### config.mk
export PLATFORM = sky130hd
export DESIGN_NAME = flash_loader
export DESIGN_NICKNAME = d
export VERILOG_FILES = /design/src/rtl/loader_pkg.sv /design/src/rtl/spi_pacer.sv /design/src/rtl/flash_loader.sv
export SDC_FILE = /design/constraint.sdc
export NUM_CORES = 1
export LEC_CHECK = 0
export CORE_MARGIN = 8
export CORE_UTILIZATION = 47
export DETAILED_ROUTE_END_ITERATION = 8
export HOLD_SLACK_MARGIN = 0.12
export PLACE_DENSITY = 0.78
export SYNTH_ARGS = -nofsm -noshare
export SYNTH_HDL_FRONTEND = slang
export SYNTH_SLANG_ARGS = --single-unit
### constraint.sdc
create_clock -name clock -period 2 [get_ports clock]
set_input_delay 0.4 -clock clock [delete_from_list [all_inputs] [get_ports clock]]
set_output_delay 0.4 -clock clock [all_outputs]
set_load 0.05 [all_outputs]
### src/rtl/loader_pkg.sv
// Shared constants for the boot-time SPI-flash loader.
// Macro LOADER_FASTREAD_EN (see flash_loader) selects the fast-read command.
package loader_pkg;

  localparam logic [7:0] CMD_READ = 8'h03;
  localparam logic [7:0] CMD_FAST = 8'h0B;
  localparam logic [7:0] DUMMY    = 8'hFF;

  localparam int XFER_TICKS = 17;
  localparam int TW         = 5;

  localparam logic [2:0] S_GUARD = 3'd0;
  localparam logic [2:0] S_IDLE  = 3'd1;
  localparam logic [2:0] S_CMD   = 3'd2;
  localparam logic [2:0] S_DATA  = 3'd3;
  localparam logic [2:0] S_FLUSH = 3'd4;
  localparam logic [2:0] S_END   = 3'd5;

  // Byte sent on command transfer idx: opcode, then address MSB first.
  function automatic logic [7:0] cmd_byte(
    input logic [7:0]  op,
    input logic [23:0] a,
    input logic [2:0]  idx
  );
    case (idx)
      3'd0:    return op;
      3'd1:    return a[23:16];
      3'd2:    return a[15:8];
      3'd3:    return a[7:0];
      default: return DUMMY;
    endcase
  endfunction

endpackage

### src/rtl/spi_pacer.sv
// Counts ce ticks after each shifter request; o_ready when the shifter is free.
// Ports: i_clock, i_reset_n, i_ce, i_load (request issued), o_ready.
module spi_pacer
  import loader_pkg::*;
(
  input  logic i_clock,
  input  logic i_reset_n,
  input  logic i_ce,
  input  logic i_load,
  output logic o_ready
);

  logic [TW-1:0] r_cnt;

  // Reset loads one tick more than a request does: the shifter has no
  // reset and may be mid-byte, so a full byte time must pass first.
  always_ff @(posedge i_clock or negedge i_reset_n) begin
    if (!i_reset_n) begin
      r_cnt <= TW'(XFER_TICKS);
    end else if (i_ce) begin
      if (i_load)
        r_cnt <= TW'(XFER_TICKS - 1);
      else if (r_cnt != '0)
        r_cnt <= r_cnt - 1'b1;
    end
  end

  assign o_ready = (r_cnt == '0);

endmodule

### src/rtl/flash_loader.sv
// SPI-flash READ loader: streams len bytes from flash[base] into memory.
// Ports: clock/reset(n)/ce, start/base/len/busy/done, cs, spi_io/d/q, mem_*.
// Macro LOADER_FASTREAD_EN: use 0Bh plus one dummy byte instead of 03h.
module flash_loader
  import loader_pkg::*;
#(
  parameter int MW = 19
) (
  input  logic          clock,
  input  logic          reset,
  input  logic          ce,
  input  logic          start,
  input  logic [23:0]   base,
  input  logic [MW:0]   len,
  output logic          busy,
  output logic          done,
  output logic          cs,
  output logic          spi_io,
  output logic [7:0]    spi_d,
  input  logic [7:0]    spi_q,
  output logic [MW-1:0] mem_a,
  output logic [7:0]    mem_d,
  output logic          mem_wr,
  input  logic          mem_ack
);

`ifdef LOADER_FASTREAD_EN
  localparam logic [7:0] CMD_BYTE = CMD_FAST;
  localparam logic [2:0] LAST_IDX = 3'd4;
`else
  localparam logic [7:0] CMD_BYTE = CMD_READ;
  localparam logic [2:0] LAST_IDX = 3'd3;
`endif

  logic [2:0]    r_state;
  logic [2:0]    r_idx;
  logic [23:0]   r_base;
  logic [MW:0]   r_len;
  logic [MW:0]   r_rem;
  logic          r_first;
  logic          r_flushed;
  logic          r_pend;
  logic          r_cs;
  logic          r_wr;
  logic [MW-1:0] r_a;
  logic [7:0]    r_d;

  logic          w_rdy;
  logic          w_want;
  logic          w_io;
  logic [7:0]    w_d;

  spi_pacer u_pacer (
    .i_clock   (clock),
    .i_reset_n (reset),
    .i_ce      (ce),
    .i_load    (w_io),
    .o_ready   (w_rdy)
  );

  always_comb begin
    w_want = 1'b0;
    unique case (1'b1)
      r_state == S_CMD:   w_want = 1'b1;
      r_state == S_DATA:  w_want = 1'b1;
      r_state == S_FLUSH: w_want = !r_flushed;
      default:            w_want = 1'b0;
    endcase
  end

  // A byte still waiting to be captured or written holds the SPI clock.
  assign w_io = ce & w_rdy & w_want & ~r_wr & ~r_pend;

  always_comb begin
    w_d = DUMMY;
    if (r_state == S_CMD)
      w_d = cmd_byte(CMD_BYTE, r_base, r_idx);
  end

  always_ff @(posedge clock or negedge reset) begin
    if (!reset) begin
      r_state   <= S_GUARD;
      r_idx     <= '0;
      r_base    <= '0;
      r_len     <= '0;
      r_rem     <= '0;
      r_first   <= 1'b0;
      r_flushed <= 1'b0;
      r_pend    <= 1'b0;
      r_cs      <= 1'b1;
      r_wr      <= 1'b0;
      r_a       <= '0;
      r_d       <= '0;
    end else begin
      if (r_wr && mem_ack) begin
        r_wr <= 1'b0;
        r_a  <= r_a + 1'b1;
      end
      // spi_q now holds the rx byte of the transfer before the last io.
      if (ce && r_pend) begin
        r_d    <= spi_q;
        r_wr   <= 1'b1;
        r_pend <= 1'b0;
      end
      case (r_state)
        S_GUARD: begin
          if (w_rdy)
            r_state <= S_IDLE;
        end
        S_IDLE, S_END: begin
          r_state <= S_IDLE;
          if (start && ce) begin
            r_base    <= base;
            r_len     <= len;
            r_rem     <= len;
            r_idx     <= '0;
            r_a       <= '0;
            r_flushed <= 1'b0;
            r_cs      <= 1'b0;
            r_state   <= S_CMD;
          end
        end
        S_CMD: begin
          if (w_io) begin
            r_idx <= r_idx + 1'b1;
            if (r_idx == LAST_IDX) begin
              r_first <= 1'b1;
              r_state <= (r_len != '0) ? S_DATA : S_FLUSH;
            end
          end
        end
        S_DATA: begin
          if (w_io) begin
            // First data io returns command-phase junk.
            r_first <= 1'b0;
            r_pend  <= ~r_first;
            r_rem   <= r_rem - 1'b1;
            if (r_rem == {{MW{1'b0}}, 1'b1})
              r_state <= S_FLUSH;
          end
        end
        S_FLUSH: begin
          if (w_io) begin
            r_flushed <= 1'b1;
            r_pend    <= (r_len != '0);
          end else if (r_flushed && w_rdy && !r_pend && !r_wr) begin
            r_cs    <= 1'b1;
            r_state <= S_END;
          end
        end
        default: r_state <= S_GUARD;
      endcase
    end
  end

  assign busy   = !(r_state == S_IDLE || r_state == S_END);
  assign done   = (r_state == S_END);
  assign cs     = r_cs;
  assign spi_io = w_io;
  assign spi_d  = w_d;
  assign mem_a  = r_a;
  assign mem_d  = r_d;
  assign mem_wr = r_wr;

endmodule

==> PnR_summary.wiki <==
{| class="wikitable"
! Metric !! Value
|-
| Post-route antenna net violation count || 0
|-
| Number of maximum-capacitance constraint violations || 0
|-
| Boundary Pins || 97
|-
| Minimum setup slack after placement || -0.4255 ns
|-
| Category of the most critical setup path || reg2out
|-
| Drt initial violations || 448
|-
| Synth top area share || 49.82%
|-
| Die Span Y || 121.4 um
|-
| Count of port buffers added during placement || 96
|-
| Initial cell density of the core || 48.19%
|-
| Fmax || 415.5 MHz
|-
| Area leader, netlist || dfrtp_1
|-
| Number of vias per cell || 5.570
|-
| Area fraction in compound gates after synthesis || 12.12%
|-
| Detailed Routing Iterations Pass 1 || 6
|-
| Clock root buffer master || clkbuf_8
|-
| Final critical delay including setup and external delays || 2.407 ns
|-
| Combinational family with the most area after synthesis || simple AND/OR/NAND/NOR gates
|-
| Clock skew || 0.01375 ns
|-
| Setup WS post-layout || -0.4067 ns
|-
| Total via count after detailed routing || 4,846
|-
| Hold Crit Endpoint || r_len[11]$_DFFE_PN0P_
|-
| Drt wl/cell || 16.79 um
|-
| Antenna fix cells || 0
|-
| Standard-cell row count || 38
|-
| All-Layer GR Usage || 19.76%
|-
| Placed insts || 831
|-
| Final worst-path cycle share || 120.3%
|-
| Share of flip-flops with an asynchronous set or reset after synthesis || 100.0%
|-
| Number of cells on the worst reg-to-reg path || 9
|-
| Post-layout power || 7.935 mW
|-
| Transition time of the tightest slew-check pin || 0.5328 ns
|-
| Share of synthesized cell area in full adder, half adder and majority cells || 2.395%
|-
| Final weighted congestion of routability-driven global placement || 0.8981
|-
| Vias in the first global route || 4,915
|-
| Number of setup violations in the final report || 12
|-
| Class of the tightest hold or removal check || reg2reg
|-
| Global-route wire length before repair || 23,560 um
|-
| Pin count of the biggest net entering global routing || 40
|-
| Wire length after detailed routing || 14,610 um
|-
| Leakage Power || 3.464 nW
|-
| Layout cell share with drive strength beyond 1 || 24.25%
|-
| Number of distinct library cells after synthesis || 62
|-
| CP Capture Type || primary output
|-
| Final non-filler cell total || 870
|-
| Accumulated negative setup slack || -3.513 ns
|-
| # DRC || 0
|-
| Number of buffers created by CTS || 9
|-
| Worst endpoint data arrival time || 2.01 ns
|-
| Core footprint || 10,840 um2
|-
| Xor and xnor area share after synthesis || 2.850%
|-
| Sequential-to-total area share from yosys stat || 51.33%
|-
| Syn Std Cell Area || 5224 um2
|-
| Utilization of the core after routing || 67.79%
|-
| Req. time, crit path || 1.60 ns
|-
| Final HPWL from detailed placement || 10,150 um
|-
| Worst hold start || r_len[11]$_DFFE_PN0P_
|-
| Run status || complete, but fails checks
|-
| Startpoint of the most critical register-to-register path || u_pacer.r_cnt[1]$_DFFE_PN0P_
|-
| Flop pwr share || 43.9%
|-
| Clock transition at the registers of the reported paths || 0.10 ns
|-
| Number of nets at the end of the flow || 792
|-
| Synth warnings || 0
|-
| Multiplexer share of the synthesized area || 2.778%
|-
| DIE WIDTH || 121.4 um
|-
| Destination of the worst register-to-register timing path || r_state[1]$_DFFE_PN0P_
|-
| Violated checks || setup timing
|-
| Simple-gate share of the synthesized area || 24.86%
|-
| Clock latency on the worst-skew pair || 0.38 ns
|-
| Clock network power share || 17.1%
|-
| Top_reg_cell synth || dfrtp_1
|-
| Origin of the worst setup path || r_idx[1]$_DFFE_PN0P_
|-
| Switching Power || 2.986 mW
|-
| Kind of launch point of the worst setup path || flip-flop
|-
| Relative slew margins || 64.37%
|-
| Main area contributors after synthesis || dfrtp_1, nand2_1, nor2_1
|-
| Clock Sink Count || 107
|-
| Cell count after synthesis || 569
|-
| Synth Area per Inst || 9.181 um2
|-
| Internal power contribution || 4.949 mW
|-
| Power density over the cells || 1080 nW/um2
|-
| Layout area overhead || 40.67%
|-
| Antenna violations before repair || 0
|-
| Grt ovf || 0
|-
| Worst IR Drop VDD || 648.0 uV
|-
| Die ar. || 14,740 um2
|-
| Synth Register Bits || 107
|-
| Share of total power consumed by net switching || 37.63%
|-
| Number of endpoints with negative hold slack in the final report || 0
|-
| Maximum buffer depth of the clock tree || 2
|-
| Clock tree from TritonCTS || done
|-
| Unrepaired setup endpoints after global routing || yes
|-
| Worst hold path cell count || 2
|-
| Count of H-tree levels built during CTS || 3
|-
| Setup slack on the worst flop-to-flop path || -0.15 ns
|-
| Syn Nets || 636
|-
| Relative contribution of combinational cells to total power || 39.0%
|-
| Critical-path maximum fanout || 6
|-
| Number of enable-type register cells in the synthesized netlist || 0
|-
| Number of slew-limit violations in the final report || 0
|}
[power by group through the flow]
| stage | Combinational (mW) | Clock, mW | Sequential (mW) |
|---|---|---|---|
| after detailed placement | 2.73 | 0 | 3.48 |
| after CTS | 2.90 | 1.40 | 3.45 |
| after floorplan | 1.64 | 0 | 3.44 |
| final | 3.10 | 1.36 | 3.48 |
| after global routing | 3.40 | 1.47 | 3.57 |
| after global placement | 2.61 | 0 | 3.45 |
[worst max-delay path, cell delays in order (launching register included)]
cell and delay [ns]:
dfrtp_2 0.47, ha_4 0.18, ha_4 0.19, a222oi_1 0.45, nand2_1 0.15, buf_6 0.18
[synth_stat cells, types with 6 or more instances]
| library cell | number |
|---|---|
| o21ai_1 | 11 |
| nand3_1 | 16 |
| a21oi_1 | 20 |
| mux2_2 | 10 |
| nand4_1 | 7 |
| nor3_1 | 15 |
| inv_1 | 18 |
| buf_2 | 11 |
| dfrtp_1 | 104 |
| nand2_1 | 162 |
| xor2_1 | 7 |
| xnor2_1 | 10 |
| nor4_1 | 8 |
| clkbuf_1 | 9 |
| a31oi_1 | 6 |
| ha_1 | 10 |
| nor2_1 | 39 |
| a222oi_1 | 8 |
| o21ai_0 | 22 |
[repair_timing]
| action | 4_1_cts | 5_1_grt |
|---|---|---|
| hold endpoints to repair | 35 | 0 |
| resized for setup | 33 | 47 |
| cloned | 1 | 0 |
| pin swaps | 22 | 21 |
| hold buffers | 1 | 0 |
| setup endpoints to repair | 44 | 39 |
| setup buffers | 9 | 12 |
[placed cells by master, fill, tap and decap left out, types with 5 or more instances in the layout]
cell             count
nand2_1            159
dfrtp_1            100
buf_4               75
clkdlybuf4s50_1     61
nor2_1              37
a21oi_1             19
o21ai_0             18
inv_1               14
nor3_1              14
nand3_1             13
xnor2_1             10
o21ai_1             10
clkbuf_8            10
buf_6               10
buf_12              10
dlygate4sd2_1        9
nor4_1               8
a222oi_1             8
mux2_2               8
nand4_1              7
xor2_1               7
a31oi_1              6
ha_4                 5
[registers in the layout, indices dropped and copies added (netlist names), 3 cells and up]
register / flops
r_base: 24
r_len: 20
r_rem: 20
mem_a: 19
mem_d: 8
u_pacer.r_cnt: 5
r_idx: 3
r_state: 3
[final cells by class]
cell class	instances	area (um2)
Timing Repair Buffer	170	1625
Fill cell	815	3492
Tap cell	140	175.2
Multi-Input combinational cell	419	2591
Sequential cell	107	2686
Clock buffer	11	141.4
Clock inverter	5	61.31
Inverter	18	67.56
[cells by family after synthesis]
kind of cell | after synthesis
xor+xnor | 17
compound gates | 97
simple gates | 281
mux | 13
buf+inv | 44
fa+ha+maj | 10
flops | 107
[per-layer routing]
metal | global-route usage (%) | vias up | share of wire, %
li1 | - | 2277 | -
met2 | 33.67 | 178 | 50
met4 | 9.098 | 0 | 3.2
met3 | 4.746 | 36 | 6.4
met1 | 23.03 | 2355 | 41
met5 | 0 | - | 0
[how the worst max path moves through the flow]
| stage | to | slack (ns) |
|---|---|---|
| after CTS | spi_io | -0.38 |
| final | spi_d[0] | -0.41 |
| after detailed placement | r_rem[16]$_DFFE_PN0P_ | -0.43 |
| after global routing | spi_d[0] | -0.51 |
| after floorplan | u_pacer.r_cnt[2]$_DFFE_PN0P_ | -0.09 |
| after global placement | r_rem[2]$_DFFE_PN0P_ | -0.35 |
[per-stage QoR]
step | area, um2 | hold WS [ns]
4_1_cts | 7087 | 0.4886
3_5_place_dp | 6705 | 0.4195
2_1_floorplan | 5235 | 0.1044
3_3_place_gp | 6705 | 0.4141
5_1_grt | 7348 | 0.5024
6_report | 7348 | 0.4842
Power figures use the tool's default switching activity.
